==> src/rtl/uart_tx_arb_if.sv <==
// rtl/uart_tx_arb_if.sv - bundle of requester, config and transmitter signals for uart_tx_arb
//
// Purpose: groups every non-clock/reset signal of the two-requester UART
// transmit arbiter so the arbiter and its environment connect with one port.
//
// Signals:
//   req0_valid/req0_data/req0_ready  requester 0 byte handshake (valid&ready = transfer)
//   req1_valid/req1_data/req1_ready  requester 1 byte handshake
//   cfg_bps/cfg_wr                   baud select code and its write strobe
//   bps_set                          baud select presented to the transmitter
//   send_en/data_out                 one-cycle start pulse and byte to the transmitter
//   tx_done/tx_state                 transmitter end-of-frame pulse and busy flag
//   grant                            index of the most recently accepted requester
//   busy                             arbiter is not idle
//   timeout_err                      sticky tx_done watchdog flag
//
// Modports: slave = the arbiter, master = requesters/transmitter side.

interface uart_tx_arb_if;
    logic       req0_valid;
    logic [7:0] req0_data;
    logic       req0_ready;
    logic       req1_valid;
    logic [7:0] req1_data;
    logic       req1_ready;
    logic [1:0] cfg_bps;
    logic       cfg_wr;
    logic [1:0] bps_set;
    logic       send_en;
    logic [7:0] data_out;
    logic       tx_done;
    logic       tx_state;
    logic       grant;
    logic       busy;
    logic       timeout_err;

    modport slave (
        input  req0_valid, req0_data,
        output req0_ready,
        input  req1_valid, req1_data,
        output req1_ready,
        input  cfg_bps, cfg_wr,
        output bps_set, send_en, data_out,
        input  tx_done, tx_state,
        output grant, busy, timeout_err
    );

    modport master (
        output req0_valid, req0_data,
        input  req0_ready,
        output req1_valid, req1_data,
        input  req1_ready,
        output cfg_bps, cfg_wr,
        input  bps_set, send_en, data_out,
        output tx_done, tx_state,
        input  grant, busy, timeout_err
    );
endinterface

==> src/rtl/uart_tx_arb.sv <==
// rtl/uart_tx_arb.sv - round-robin two-requester arbiter feeding a UART transmitter
//
// Purpose: accepts one byte at a time from two requesters (round-robin),
// hands it to a UART transmitter with a one-cycle send_en pulse, waits for
// tx_done under a watchdog, and applies baud-select writes only while idle.
//
// Ports:
//   clk   rising-edge clock
//   rst   synchronous active-high reset
//   bus   uart_tx_arb_if.slave (requester handshakes, cfg, transmitter side,
//         grant/busy/timeout_err status)
//
// Parameter:
//   TO_CYCLES  tx_done watchdog limit in clk cycles (>= 2)

module uart_tx_arb #(
    parameter int unsigned TO_CYCLES = 200000
) (
    input  logic         clk,
    input  logic         rst,
    uart_tx_arb_if.slave bus
);

    localparam int CNT_W = (TO_CYCLES > 2) ? $clog2(TO_CYCLES) : 1;
    localparam logic [CNT_W-1:0] CNT_LAST = CNT_W'(TO_CYCLES - 1);

    typedef enum logic [1:0] {
        ST_IDLE = 2'd0,
        ST_LOAD = 2'd1,
        ST_WAIT = 2'd2
    } state_e;

    state_e           state_q, state_d;
    logic             rr_q, rr_d;
    logic             pend_q, pend_d;
    logic [1:0]       pend_bps_q, pend_bps_d;
    logic [1:0]       bps_q, bps_d;
    logic [7:0]       dout_q, dout_d;
    logic             grant_q, grant_d;
    logic [CNT_W-1:0] cnt_q, cnt_d;
    logic             terr_q, terr_d;

    logic             rdy0, rdy1, send_en, pick1;

    always_ff @(posedge clk) begin
        if (rst) begin
            state_q    <= ST_IDLE;
            rr_q       <= 1'b0;
            pend_q     <= 1'b0;
            pend_bps_q <= 2'b00;
            bps_q      <= 2'b00;
            dout_q     <= 8'h00;
            grant_q    <= 1'b0;
            cnt_q      <= '0;
            terr_q     <= 1'b0;
        end else begin
            state_q    <= state_d;
            rr_q       <= rr_d;
            pend_q     <= pend_d;
            pend_bps_q <= pend_bps_d;
            bps_q      <= bps_d;
            dout_q     <= dout_d;
            grant_q    <= grant_d;
            cnt_q      <= cnt_d;
            terr_q     <= terr_d;
        end
    end

    always_comb begin
        state_d    = state_q;
        rr_d       = rr_q;
        pend_d     = pend_q;
        pend_bps_d = pend_bps_q;
        bps_d      = bps_q;
        dout_d     = dout_q;
        grant_d    = grant_q;
        cnt_d      = cnt_q;
        terr_d     = terr_q;
        rdy0       = 1'b0;
        rdy1       = 1'b0;
        send_en    = 1'b0;
        // Requester 1 wins when it is alone or when the pointer favours it.
        pick1      = bus.req1_valid && (!bus.req0_valid || rr_q);

        case (state_q)
            ST_IDLE: begin
                // A config update (pending or fresh) takes the whole idle
                // cycle; a fresh write in the same cycle is the newest value.
                if (pend_q || bus.cfg_wr) begin
                    bps_d  = bus.cfg_wr ? bus.cfg_bps : pend_bps_q;
                    pend_d = 1'b0;
                end else if (!bus.tx_state && (bus.req0_valid || bus.req1_valid)) begin
                    rdy0    = !pick1;
                    rdy1    = pick1;
                    dout_d  = pick1 ? bus.req1_data : bus.req0_data;
                    grant_d = pick1;
                    rr_d    = !pick1;
                    state_d = ST_LOAD;
                end
            end
            ST_LOAD: begin
                send_en = 1'b1;
                cnt_d   = '0;
                state_d = ST_WAIT;
                if (bus.cfg_wr) begin
                    pend_d     = 1'b1;
                    pend_bps_d = bus.cfg_bps;
                end
            end
            ST_WAIT: begin
                if (bus.cfg_wr) begin
                    pend_d     = 1'b1;
                    pend_bps_d = bus.cfg_bps;
                end
                // tx_done has priority over the watchdog expiring.
                if (bus.tx_done) begin
                    state_d = ST_IDLE;
                end else if (cnt_q == CNT_LAST) begin
                    terr_d  = 1'b1;
                    state_d = ST_IDLE;
                end else begin
                    cnt_d = cnt_q + CNT_W'(1);
                end
            end
            default: begin
                state_d = ST_IDLE;
            end
        endcase
    end

    assign bus.req0_ready  = rdy0;
    assign bus.req1_ready  = rdy1;
    assign bus.send_en     = send_en;
    assign bus.data_out    = dout_q;
    assign bus.bps_set     = bps_q;
    assign bus.grant       = grant_q;
    assign bus.busy        = (state_q != ST_IDLE);
    assign bus.timeout_err = terr_q;

endmodule

==> src/flat_wrapper.sv <==
// flat-port wrapper written by rule: the top's interface ports become plain ports
module uart_tx_arb_flat 
#(
    parameter int unsigned TO_CYCLES = 200000
)
  (clk, rst, bus_req0_valid, bus_req0_data, bus_req0_ready, bus_req1_valid, bus_req1_data, bus_req1_ready, bus_cfg_bps, bus_cfg_wr, bus_bps_set, bus_send_en, bus_data_out, bus_tx_done, bus_tx_state, bus_grant, bus_busy, bus_timeout_err);
  uart_tx_arb_if bus_i ();
  input  logic clk;
  input  logic rst;
  input wire logic [$bits(bus_i.req0_valid)-1:0] bus_req0_valid;
  input wire logic [$bits(bus_i.req0_data)-1:0] bus_req0_data;
  output wire logic [$bits(bus_i.req0_ready)-1:0] bus_req0_ready;
  input wire logic [$bits(bus_i.req1_valid)-1:0] bus_req1_valid;
  input wire logic [$bits(bus_i.req1_data)-1:0] bus_req1_data;
  output wire logic [$bits(bus_i.req1_ready)-1:0] bus_req1_ready;
  input wire logic [$bits(bus_i.cfg_bps)-1:0] bus_cfg_bps;
  input wire logic [$bits(bus_i.cfg_wr)-1:0] bus_cfg_wr;
  output wire logic [$bits(bus_i.bps_set)-1:0] bus_bps_set;
  output wire logic [$bits(bus_i.send_en)-1:0] bus_send_en;
  output wire logic [$bits(bus_i.data_out)-1:0] bus_data_out;
  input wire logic [$bits(bus_i.tx_done)-1:0] bus_tx_done;
  input wire logic [$bits(bus_i.tx_state)-1:0] bus_tx_state;
  output wire logic [$bits(bus_i.grant)-1:0] bus_grant;
  output wire logic [$bits(bus_i.busy)-1:0] bus_busy;
  output wire logic [$bits(bus_i.timeout_err)-1:0] bus_timeout_err;
  assign bus_i.req0_valid = bus_req0_valid;
  assign bus_i.req0_data = bus_req0_data;
  assign bus_req0_ready = bus_i.req0_ready;
  assign bus_i.req1_valid = bus_req1_valid;
  assign bus_i.req1_data = bus_req1_data;
  assign bus_req1_ready = bus_i.req1_ready;
  assign bus_i.cfg_bps = bus_cfg_bps;
  assign bus_i.cfg_wr = bus_cfg_wr;
  assign bus_bps_set = bus_i.bps_set;
  assign bus_send_en = bus_i.send_en;
  assign bus_data_out = bus_i.data_out;
  assign bus_i.tx_done = bus_tx_done;
  assign bus_i.tx_state = bus_tx_state;
  assign bus_grant = bus_i.grant;
  assign bus_busy = bus_i.busy;
  assign bus_timeout_err = bus_i.timeout_err;
  uart_tx_arb #(.TO_CYCLES(TO_CYCLES)) u_core (.clk(clk), .rst(rst), .bus(bus_i));
endmodule
==> config.mk <==
export PLATFORM = sky130hd
export DESIGN_NAME = uart_tx_arb_flat
export DESIGN_NICKNAME = d
export VERILOG_FILES = /design/src/rtl/uart_tx_arb_if.sv /design/src/rtl/uart_tx_arb.sv /design/src/flat_wrapper.sv
export SDC_FILE = /design/constraint.sdc
export NUM_CORES = 1
export LEC_CHECK = 0
export CORE_UTILIZATION = 30
export CTS_BUF_LIST = sky130_fd_sc_hd__clkbuf_16
export DETAILED_ROUTE_END_ITERATION = 8
export GPL_ROUTABILITY_DRIVEN = 0
export PLACE_DENSITY = 0.56
export SETUP_SLACK_MARGIN = 0.4
export SYNTH_ARGS = -nofsm -noshare
export SYNTH_HDL_FRONTEND = slang
export SYNTH_SLANG_ARGS = --single-unit
==> constraint.sdc <==
create_clock -name clk -period 1.9 [get_ports clk]
set_input_delay 0.38 -clock clk [delete_from_list [all_inputs] [get_ports clk]]
set_output_delay 0.38 -clock clk [all_outputs]
set_load 0.01 [all_outputs]
### Yosys cells after proc, flatten, opt, wreduce, memory -nomap -nowiden

Cells that the tools add are included.

* add/subtract/negate cells: 1
* equal/unequal tests: 10
* mux-type cells: 20
* bitwise gates (word level): 2
* reduce and logical (&&, ||, !) cells: 19

Operators with widths (number)
* $mux 18: 2
* $pmux 18 s2: 1
* $add 18x1->18 const B: 1
* $eq 18x18->1 const B: 1
* $reduce_and 3->1: 5
* $mux 2: 5
* $mux 1: 9
* $mux 8: 1
* $ne 2x1->1 const B: 3
* $ne 2x2->1 const B: 3
* $pmux 2 s3: 1
* $reduce_bool 2->1: 3
* $logic_not 1->1: 3
* $logic_or 1x1->1: 3
* $ne 3x2->1 const B: 1
* $eq 2x1->1 const B: 1
* $eq 2x2->1 const B: 1
* $logic_and 1x1->1: 2
* $logic_not 2->1: 1
* $not 1->1: 2
* $pmux 1 s2: 1
* $reduce_and 2->1: 1
* $reduce_or 2->1: 1

* register bits after elaboration: 36
* input port bits: 25
* logic and storage cells: 61

### Logic depth before layout (Yosys ltp)

Gate-level depths: netlist (run 1).

* depth after elaboration: 7
* depth in mapped cells: 8
* gate-level depth less buffers: 7

### Least setup slack after synthesis (run 1)

No wires, ideal clock.

* kind: reg2reg
* from: register u_core.cnt_q[0]
* to: register u_core.cnt_q[17]
* setup time: 62 ps
* arrival time: 1736 ps
* required time: 1838 ps
* path slack: 102 ps
* stages on the path, launching flop included: 7
* clock period less this slack: 1798 ps
* cell sequence: dfxtp_1 > ha_1 > clkbuf_1 > nand2_1 > o21a_1 > or4b_1 > nand3_1

* word-level cells in the longest chain between the ends: 4
* elaborated cells on any way between the ends: 7

Ends and longest elaborated chain
* start, declared: RTL line uart_tx_arb.sv:40 `logic [CNT_W-1:0] cnt_q, cnt_d;`
* start signal, assigned: RTL line uart_tx_arb.sv:64 `cnt_q <= cnt_d;`
* $add 18x1->18: RTL line uart_tx_arb.sv:122 `cnt_d = cnt_q + CNT_W'(1);`
* $mux 18: RTL line uart_tx_arb.sv:118 `end else if (cnt_q == CNT_LAST) begin`
* $mux 18: RTL line uart_tx_arb.sv:116 `if (bus.tx_done) begin`
* $pmux 18 s2: RTL line uart_tx_arb.sv:85 `case (state_q)`

Several ways; a longest one is shown, not always the timed one. The select of a mux whose other input is x is not followed.
A chain may end at the register's enable or synchronous reset.

### Final worst setup path (run 1)

* from: register u_core.cnt_q[16]
* to: register u_core.cnt_q[17]

The elaborated chain is that of the path after synthesis.

==> flow_summary.toml, run 1 <==
[run_status]
outcome = "finished, final reports clean"

[detailed_routing]
avgViaCountPerCell = 5.160
antenna_left = 0
drt-wirelength-per-cell_um = 14.33
route.vias.total = 1997
drtIter0Drc = 80
firstDrtPassIters = 6
wirelength_um = 5544
drc_errors = 0

[timing]
fmax_mhz = 555.9
finClkSkew_ns = 0.007228
finalWorstSetupSlack_ns = 0.1010
rsz0062_at_grt = "yes"
timing.final.crit_share = 0.9469
setup-violations-final = 0
worst_pin_slew_ns = 0.4554
slew_viol_final = 0
setup_tns_ns = 0
fin_crit_ns = 1.799
max_slew_margin = 0.6924
hold_viol = 0

[global_routing]
grt_pass1_vias = 1915
grt_max_degree = 18
grt-ovfl-total = 0
grt.total_usage = 0.1761
grt_pass1_wl_um = 8928
antenna_found_initial = 0

[cells_and_area]
drive_gt1_frac = 0.3686
design_area_mm2 = 0.003154
nets = 341
fill_cells = 573
final_cell_mix = "buf_4 (39), dfxtp_1 (27), clkdlybuf4s50_1 (19)"
syn_to_final_growth_pct = 68.74
final_util = 0.5296
final_common_cell = "buf_4"
diodes = 0

[worst_hold_path]
holdCritPathClass = "flop to flop"
min-delay-start = "u_core.pend_bps_q[0]"

[setup_path]
worstPathCellList = "and4bb_2 > nand4b_4 > buf_6 > o21a_4 > or4b_1 > nand3_1"
reg2reg_from = "u_core.cnt_q[16]"
worstPathRequired_ns = 2.12
path_max_fanout = 5
cpMaxStageDelayCell = "or4b_1"
critPathLaunchType = "flop"
arrival_ns = 2.02
path_class = "flop to flop"
setup.worst_path.end_class = "flop"
cp-startpoint = "u_core.cnt_q[16]"
max_stage_delay_ns = 0.46

[die]
die_h_um = 80.94
io_pins = 41
initial_utilization = 0.3139
die_x_um = 80.94
dieArea_mm2 = 0.006550
core_mm2 = 0.005956
placementRows = 28

[synthesis]
async_reset_ff_frac = 0
synth_edf_count = 0
ys_ff_latch = 36
synth_cell_type_count = 45
syn_area_mm2 = 0.001869
syn-mean-instance-area_um2 = 8.420
synthCells = 222
synth_flop_cell = "dfxtp_1"
ys_warn_count = 0
synth_nets = 252
synth-seq-area-share = 0.3855

[clock_tree]
insertion_delay_ns = 0.28
postCtsHoldBufs = 0
clockBufferDepth = 2
cts_root_buf = "clkbuf_16"
cts.clk_slew.worst_paths_ns = 0.06
numCtsBuffers = 5
cts.sinks = 36
cts_tree = "done"
cts_max_level = 2

[power]
leakagePower_nw = 1.325
cellPowerDensity_mw_per_mm2 = 603.1
vdd_ir_drop_max_uv = 373.4
power_w = 0.001902

[placed_design]
dp_slack_ns = -0.4411
numPortBuffers = 40
placed_area_mm2 = 0.002616
hpwl_um = 3663

[flow_run]
maxCapViolCount = 0
## registers in the layout (all words and copies together), names as in the netlist
name                    flops
u_core.rr_q                 1
u_core.cnt_q               18
u_core.pend_q               1
u_core.bus.data_out         8
u_core.bus.timeout_err      1
u_core.bus.bps_set          2
u_core.pend_bps_q           2
u_core.state_q              2
u_core.bus.grant            1
## cells in the mapped netlist (3+ instances only)
cell / instances / area share
dfxtp_1: 36 / 0.39
nand2_1: 21 / 0.042
buf_2: 4 / 0.011
clkbuf_1: 4 / 0.0080
ha_1: 5 / 0.033
a41oi_1: 3 / 0.014
a31oi_1: 3 / 0.010
nand4_1: 3 / 0.010
nor3_1: 4 / 0.011
inv_1: 10 / 0.020
nand3_1: 16 / 0.043
a211oi_1: 14 / 0.056
mux2i_1: 11 / 0.059
nand2b_1: 7 / 0.023
nor2b_1: 4 / 0.013
o21ai_0: 4 / 0.011
a21oi_1: 16 / 0.043
nor2_1: 21 / 0.042
or3_1: 5 / 0.017
## layer usage
layer | vias up | track usage | share of wire
li1 | 992 | - | -
met1 | 926 | 0.2238 | 0.45
met2 | 71 | 0.2924 | 0.47
met3 | 8 | 0.04831 | 0.060
met4 | 0 | 0.04464 | 0.013
met5 | - | 0 | 0
## report_power, final
group | leakage, nW | switching, W | internal [W]
logic | 0.959 | 0.000142 | 0.000165
clock network | 0.0687 | 0.000324 | 0.000477
registers | 0.297 | 0.0000145 | 0.000781
total | 1.32 | 0.000480 | 0.00142
## timing repair
action                                 CTS  global route
pin swaps                               21             9
cloned                                   0             0
setup endpoints to repair               45            24
endpoints found under the hold margin    0             0
setup buffers                           14             5
gates resized for setup                 83            24
## cells by family after synthesis
logic type	synth area share
buffers and inverters	0.04686
AOI/OAI and AO/OA	0.1908
DFF	0.3855
adders and majority gates	0.03347
and+or+nand+nor	0.2798
xor gates and xnor gates	0.004686
muxes	0.05890
## final timing paths
| check | to | slack [ns] | cells past startpoint |
|---|---|---|---|
| worst max-delay path | u_core.cnt_q[17] | 0.10 | 6 |
| worst min-delay path | u_core.pend_bps_q[0] | 0.46 | 2 |
| worst max register to register | u_core.cnt_q[17] | 0.10 | 6 |
| worst min register to register | u_core.pend_bps_q[0] | 0.46 | 2 |
## layout make-up
class,count,area [µm²],share of cell area
clock buffers,5,125.1,0.03967
clock inverters,3,15.01,0.004760
inverters,10,47.55,0.01507
multi-input cells,165,1310,0.4153
flip-flops and latches,36,732.0,0.2321
well taps,75,93.84,0.02975
repair buffers,93,830.8,0.2634
## per-stage QoR
stage / hold WS, ns / std cells
3_3_place_gp: 0.4497 / 360
4_1_cts: 0.4606 / 382
5_1_grt: 0.4991 / 387
3_5_place_dp: 0.4491 / 360
2_1_floorplan: 0.4357 / 222
6_report: 0.4611 / 387
## critical path: cells and delay by family (launching register included)
family / cells / cell delay, ns
buffers and inverters: 1 / 0.15
and+or+nand+nor: 4 / 0.98
AOI/OAI and AO/OA: 1 / 0.20
DFF: 1 / 0.40
Note: power is estimated with default switching activity, not from simulation.
==> run 2: changes to the inputs <==
Settings changed: CORE_MARGIN set to 5, CTS_BUF_LIST sky130_fd_sc_hd__clkbuf_16 to sky130_fd_sc_hd__clkbuf_2.
==> flow_summary.toml, run 2 (same netlist as run 1, synthesis figures left out) <==
[detailed_routing]
drtIter0Drc = 109
drt-wirelength-per-cell_um = 14.19
antenna_left = 0
firstDrtPassIters = 4
avgViaCountPerCell = 5.158
wirelength_um = 5462
drc_errors = 0
route.vias.total = 1986

[run_status]
outcome = "finished, final reports clean"

[cells_and_area]
fin_cells = 385
diodes = 0
largest_reg_flops = 18
drive_gt1_frac = 0.4097
final_common_cell = "buf_4"
fill_cells = 569
nets = 339
syn_to_final_growth_pct = 65.80
final_cell_mix = "buf_4 (34), clkdlybuf4s50_1 (20), buf_6 (20)"
top_register = "u_core.cnt_q"

[placed_design]
hpwl_um = 4003
numPortBuffers = 40
dp_cells = 363

[setup_path]
path_class = "flop to flop"
r2r.worst_path.cells = 6
regToRegSetupSlack_ns = 0.11
path_max_fanout = 4
critPathLaunchType = "flop"
setup.worst_path.end_class = "flop"
r2r-end = "u_core.cnt_q[17]"
worstPathRequired_ns = 2.23
reg2reg_from = "u_core.cnt_q[13]"
arrival_ns = 2.12
cp-startpoint = "u_core.cnt_q[13]"

[worst_hold_path]
holdPathEnd = "u_core.pend_bps_q[1]"
min-delay-start = "u_core.pend_bps_q[1]"
hold_depth = 2
holdCritPathClass = "flop to flop"

[global_routing]
grt_pass1_wl_um = 9252
grt-ovfl-total = 0
grt_pass1_vias = 2060
grt_max_degree = 18
antenna_found_initial = 0
grt.total_usage = 0.1468

[die]
io_pins = 41
core_mm2 = 0.005991
die_h_um = 88.94
initial_utilization = 0.3120
dieArea_mm2 = 0.007909
die_x_um = 88.94
placementRows = 28

[timing]
slew_viol_final = 0
fin_crit_ns = 1.786
setup_tns_ns = 0
timing.final.crit_share = 0.9398
worst_pin_slew_ns = 0.4331
fmax_mhz = 560.0
max_slew_margin = 0.7107
finClkSkew_ns = 0.01996
setup-violations-final = 0
hold_ws_ns = 0.4722
rsz0062_at_grt = "yes"
hold_viol = 0

[clock_tree]
cts_tree = "done"
cts_root_buf = "clkbuf_2"
cts.clk_slew.worst_paths_ns = 0.18
postCtsHoldBufs = 0
cts_max_level = 2
numCtsBuffers = 5
insertion_delay_ns = 0.38
cts.sinks = 36
clockBufferDepth = 2

[power]
vdd_ir_drop_max_uv = 241.1
cellPowerDensity_mw_per_mm2 = 474.4
leakagePower_nw = 1.255

[flow_run]
maxCapViolCount = 0
-- run 2: worst max path at each step --
stage / end / cells after the start
detailed placement: bus_req1_ready / 6
CTS: bus_req0_ready / 4
finish: u_core.cnt_q[17] / 6
global placement: bus_req1_ready / 6
floorplan: u_core.cnt_q[17] / 6
global route: u_core.cnt_q[9] / 7
-- run 2: repair_timing --
action,4_1_cts,5_1_grt
buffers inserted,8,6
pin swaps,30,9
gates resized for setup,105,19
endpoints found under the setup margin,36,33
-- run 2: worst max-delay path: stages (launching register included) --
cell and delay (ns):
dfxtp_2 0.37, nor4b_4 0.33, nand4b_4 0.15, buf_6 0.14, o21a_4 0.21, or4b_1 0.46, nand3_1 0.09
-- run 2: stage by stage --
stage	util	cell area, µm²	worst slack, ns	power (W)
after floorplan	-	1941	0.2597	0.0009472
after global placement	0.4426	2651	-0.4390	0.001097
after detailed placement	0.4426	2651	-0.4517	0.001099
after CTS	0.4994	2992	0.03873	0.001478
after global routing	0.5173	3099	0.06145	0.001556
final	0.5173	3099	0.1144	0.001470
-- run 2: report_power, final --
part | total [W] | switching, W | internal [W]
clock network | 0.000353 | 0.000254 | 0.0000988
logic | 0.000327 | 0.000149 | 0.000178
registers | 0.000791 | 0.0000142 | 0.000776
total | 0.00147 | 0.000417 | 0.00105
-- run 2: layer usage --
metal,global-route usage,routed length [µm],vias up,part of all wire
met2,0.2537,2735,68,0.50
met5,0,0,-,0
li1,-,-,985,-
met4,0.03383,83,0,0.015
met1,0.1764,2253,917,0.41
met3,0.04977,389,16,0.071
-- run 2: final cells by class --
class / instances / area [µm²] / area share
multi-input combinational: 165 / 1321 / 0.4263
inverter: 10 / 47.55 / 0.01534
clock inverter: 1 / 3.754 / 0.001211
sequential: 36 / 752.0 / 0.2426
tap: 75 / 93.84 / 0.03028
clock buffer: 7 / 35.03 / 0.01130
timing repair buffer: 91 / 845.8 / 0.2729
==> run 3: changes to the inputs <==
Settings changed: CTS_CLUSTER_SIZE set to 25, PLACE_DENSITY 0.56 to 0.51.
==> flow_summary.toml, run 3 (same netlist as run 1, synthesis figures left out) <==
[timing]
fin_crit_ns = 1.763
timing.final.crit_share = 0.9279
rsz0062_at_grt = "yes"
fmax_mhz = 567.2
finClkSkew_ns = 0.01770
max_slew_margin = 0.7530
hold_viol = 0
setup_tns_ns = 0
setup-violations-final = 0
worst_pin_slew_ns = 0.3657
slew_viol_final = 0
hold_ws_ns = 0.4682

[clock_tree]
insertion_delay_ns = 0.38
cts_tree = "done"
numCtsBuffers = 5
cts_root_buf = "clkbuf_2"
cts.sinks = 36
clockBufferDepth = 2
postCtsHoldBufs = 0
cts_max_level = 2
cts.clk_slew.worst_paths_ns = 0.20

[cells_and_area]
largest_reg_flops = 18
top_register = "u_core.cnt_q"
fill_cells = 550
nets = 347
drive_gt1_frac = 0.4543
final_common_cell = "buf_4"
diodes = 0
final_cell_mix = "buf_4 (39), buf_6 (22), clkdlybuf4s50_1 (20)"
syn_to_final_growth_pct = 72.76

[setup_path]
arrival_ns = 2.10
cpMaxStageDelayCell = "or4_1"
path_class = "flop to flop"
worstPathRequired_ns = 2.24
path_max_fanout = 4
crit_family = "simple AND/OR/NAND/NOR gates"
max_stage_delay_ns = 0.56
critPathLaunchType = "flop"
worstPathCellList = "inv_4 > buf_12 > ha_4 > nor2b_4 > nand4_1 > or4_1 > a21oi_1"
critPathBufInv = 2
setup.worst_path.end_class = "flop"

[die]
dieArea_mm2 = 0.007909
core_mm2 = 0.005991
die_x_um = 88.94
placementRows = 28
initial_utilization = 0.3120
die_h_um = 88.94
io_pins = 41

[global_routing]
grt-ovfl-total = 0
grt_pass1_wl_um = 9128
grt_pass1_vias = 1970
busiest_layer = "met2"
grt.total_usage = 0.1446
grtUsageMet2 = 0.2456
antenna_found_initial = 0
grt_max_degree = 18
met3_usage = 0.04793
gr-usage-met1 = 0.1779

[detailed_routing]
wirelength_um = 5643
avgViaCountPerCell = 5.105
drc_errors = 0
firstDrtPassIters = 4
drt-wirelength-per-cell_um = 14.40
drtIter0Drc = 100
antenna_left = 0
route.vias.total = 2001

[power]
cellPowerDensity_mw_per_mm2 = 468.1
vdd_ir_drop_max_uv = 248.7
leakagePower_nw = 1.324

[placed_design]
numPortBuffers = 40
hpwl_um = 3960

[worst_hold_path]
holdCritPathClass = "flop to flop"

[run_status]
outcome = "finished, final reports clean"

[flow_run]
maxCapViolCount = 0
==> run 3: changes by cell type in the layout (fill, tap and decap cells not counted), sizes merged <==
cell	delta
clkbuf	-1
clkdlybuf4s15	+1
inv	-1
buf	+8
dlygate4sd2	-1
clkinv	+1
==> run 3: cell type report <==
| type | count | area (µm²) | share of cell area |
|---|---|---|---|
| repair buffers | 99 | 927.1 | 0.2871 |
| flip-flops and latches | 36 | 758.2 | 0.2348 |
| clock buffers | 6 | 30.03 | 0.009299 |
| inverters | 10 | 57.56 | 0.01782 |
| clock inverters | 1 | 5.005 | 0.001550 |
| multi-input cells | 165 | 1358 | 0.4204 |
| well taps | 75 | 93.84 | 0.02906 |
==> run 3: worst reg2reg max path, delay by kind of cell, from the launching register on <==
family          cells  cell delay, ns
compound gates      1            0.12
fa+ha+maj           1            0.13
buf+inv             2            0.17
flops               1            0.38
simple gates        3            0.93
==> run 3: repair_timing <==
item / 4_1_cts / 5_1_grt
gates resized for setup: 105 / 36
cloned: 0 / 0
pin swaps: 27 / 19
setup buffers: 12 / 15
endpoints found under the setup margin: 41 / 33
==> run 3: path summary, 6_finish.rpt <==
check / from / cells past startpoint / end / slack [ns]
max: u_core.state_q[0] / 7 / u_core.cnt_q[12] / 0.14
min: u_core.bus.grant / 2 / u_core.bus.grant / 0.47
max reg2reg: u_core.state_q[0] / 7 / u_core.cnt_q[12] / 0.14
min reg2reg: u_core.bus.grant / 2 / u_core.bus.grant / 0.47
==> run 3: power by group <==
group,internal [W],switching [W],leakage [nW]
Clock,0.0000880,0.000269,0.0288
Sequential,0.000776,0.0000147,0.303
Combinational,0.000206,0.000159,0.992
==> run 3: layer usage <==
layer,vias to the layer above,share of wire
li1,1001,-
met1,949,0.44
met2,47,0.49
met3,4,0.062
met4,0,0.0064
met5,-,0
==> run 3: through the flow <==
step           cell area, µm²  setup WS [ns]  std cells  power (W)    util
2_1_floorplan            1941         0.2597        222  0.0009472       -
3_5_place_dp             2601        -0.4633        358   0.001093  0.4342
4_1_cts                  2962        0.04141        377   0.001473  0.4944
5_1_grt                  3229        0.05771        392   0.001604  0.5391
3_3_place_gp             2601        -0.4518        358   0.001094  0.4342
6_report                 3229         0.1370        392   0.001512  0.5391
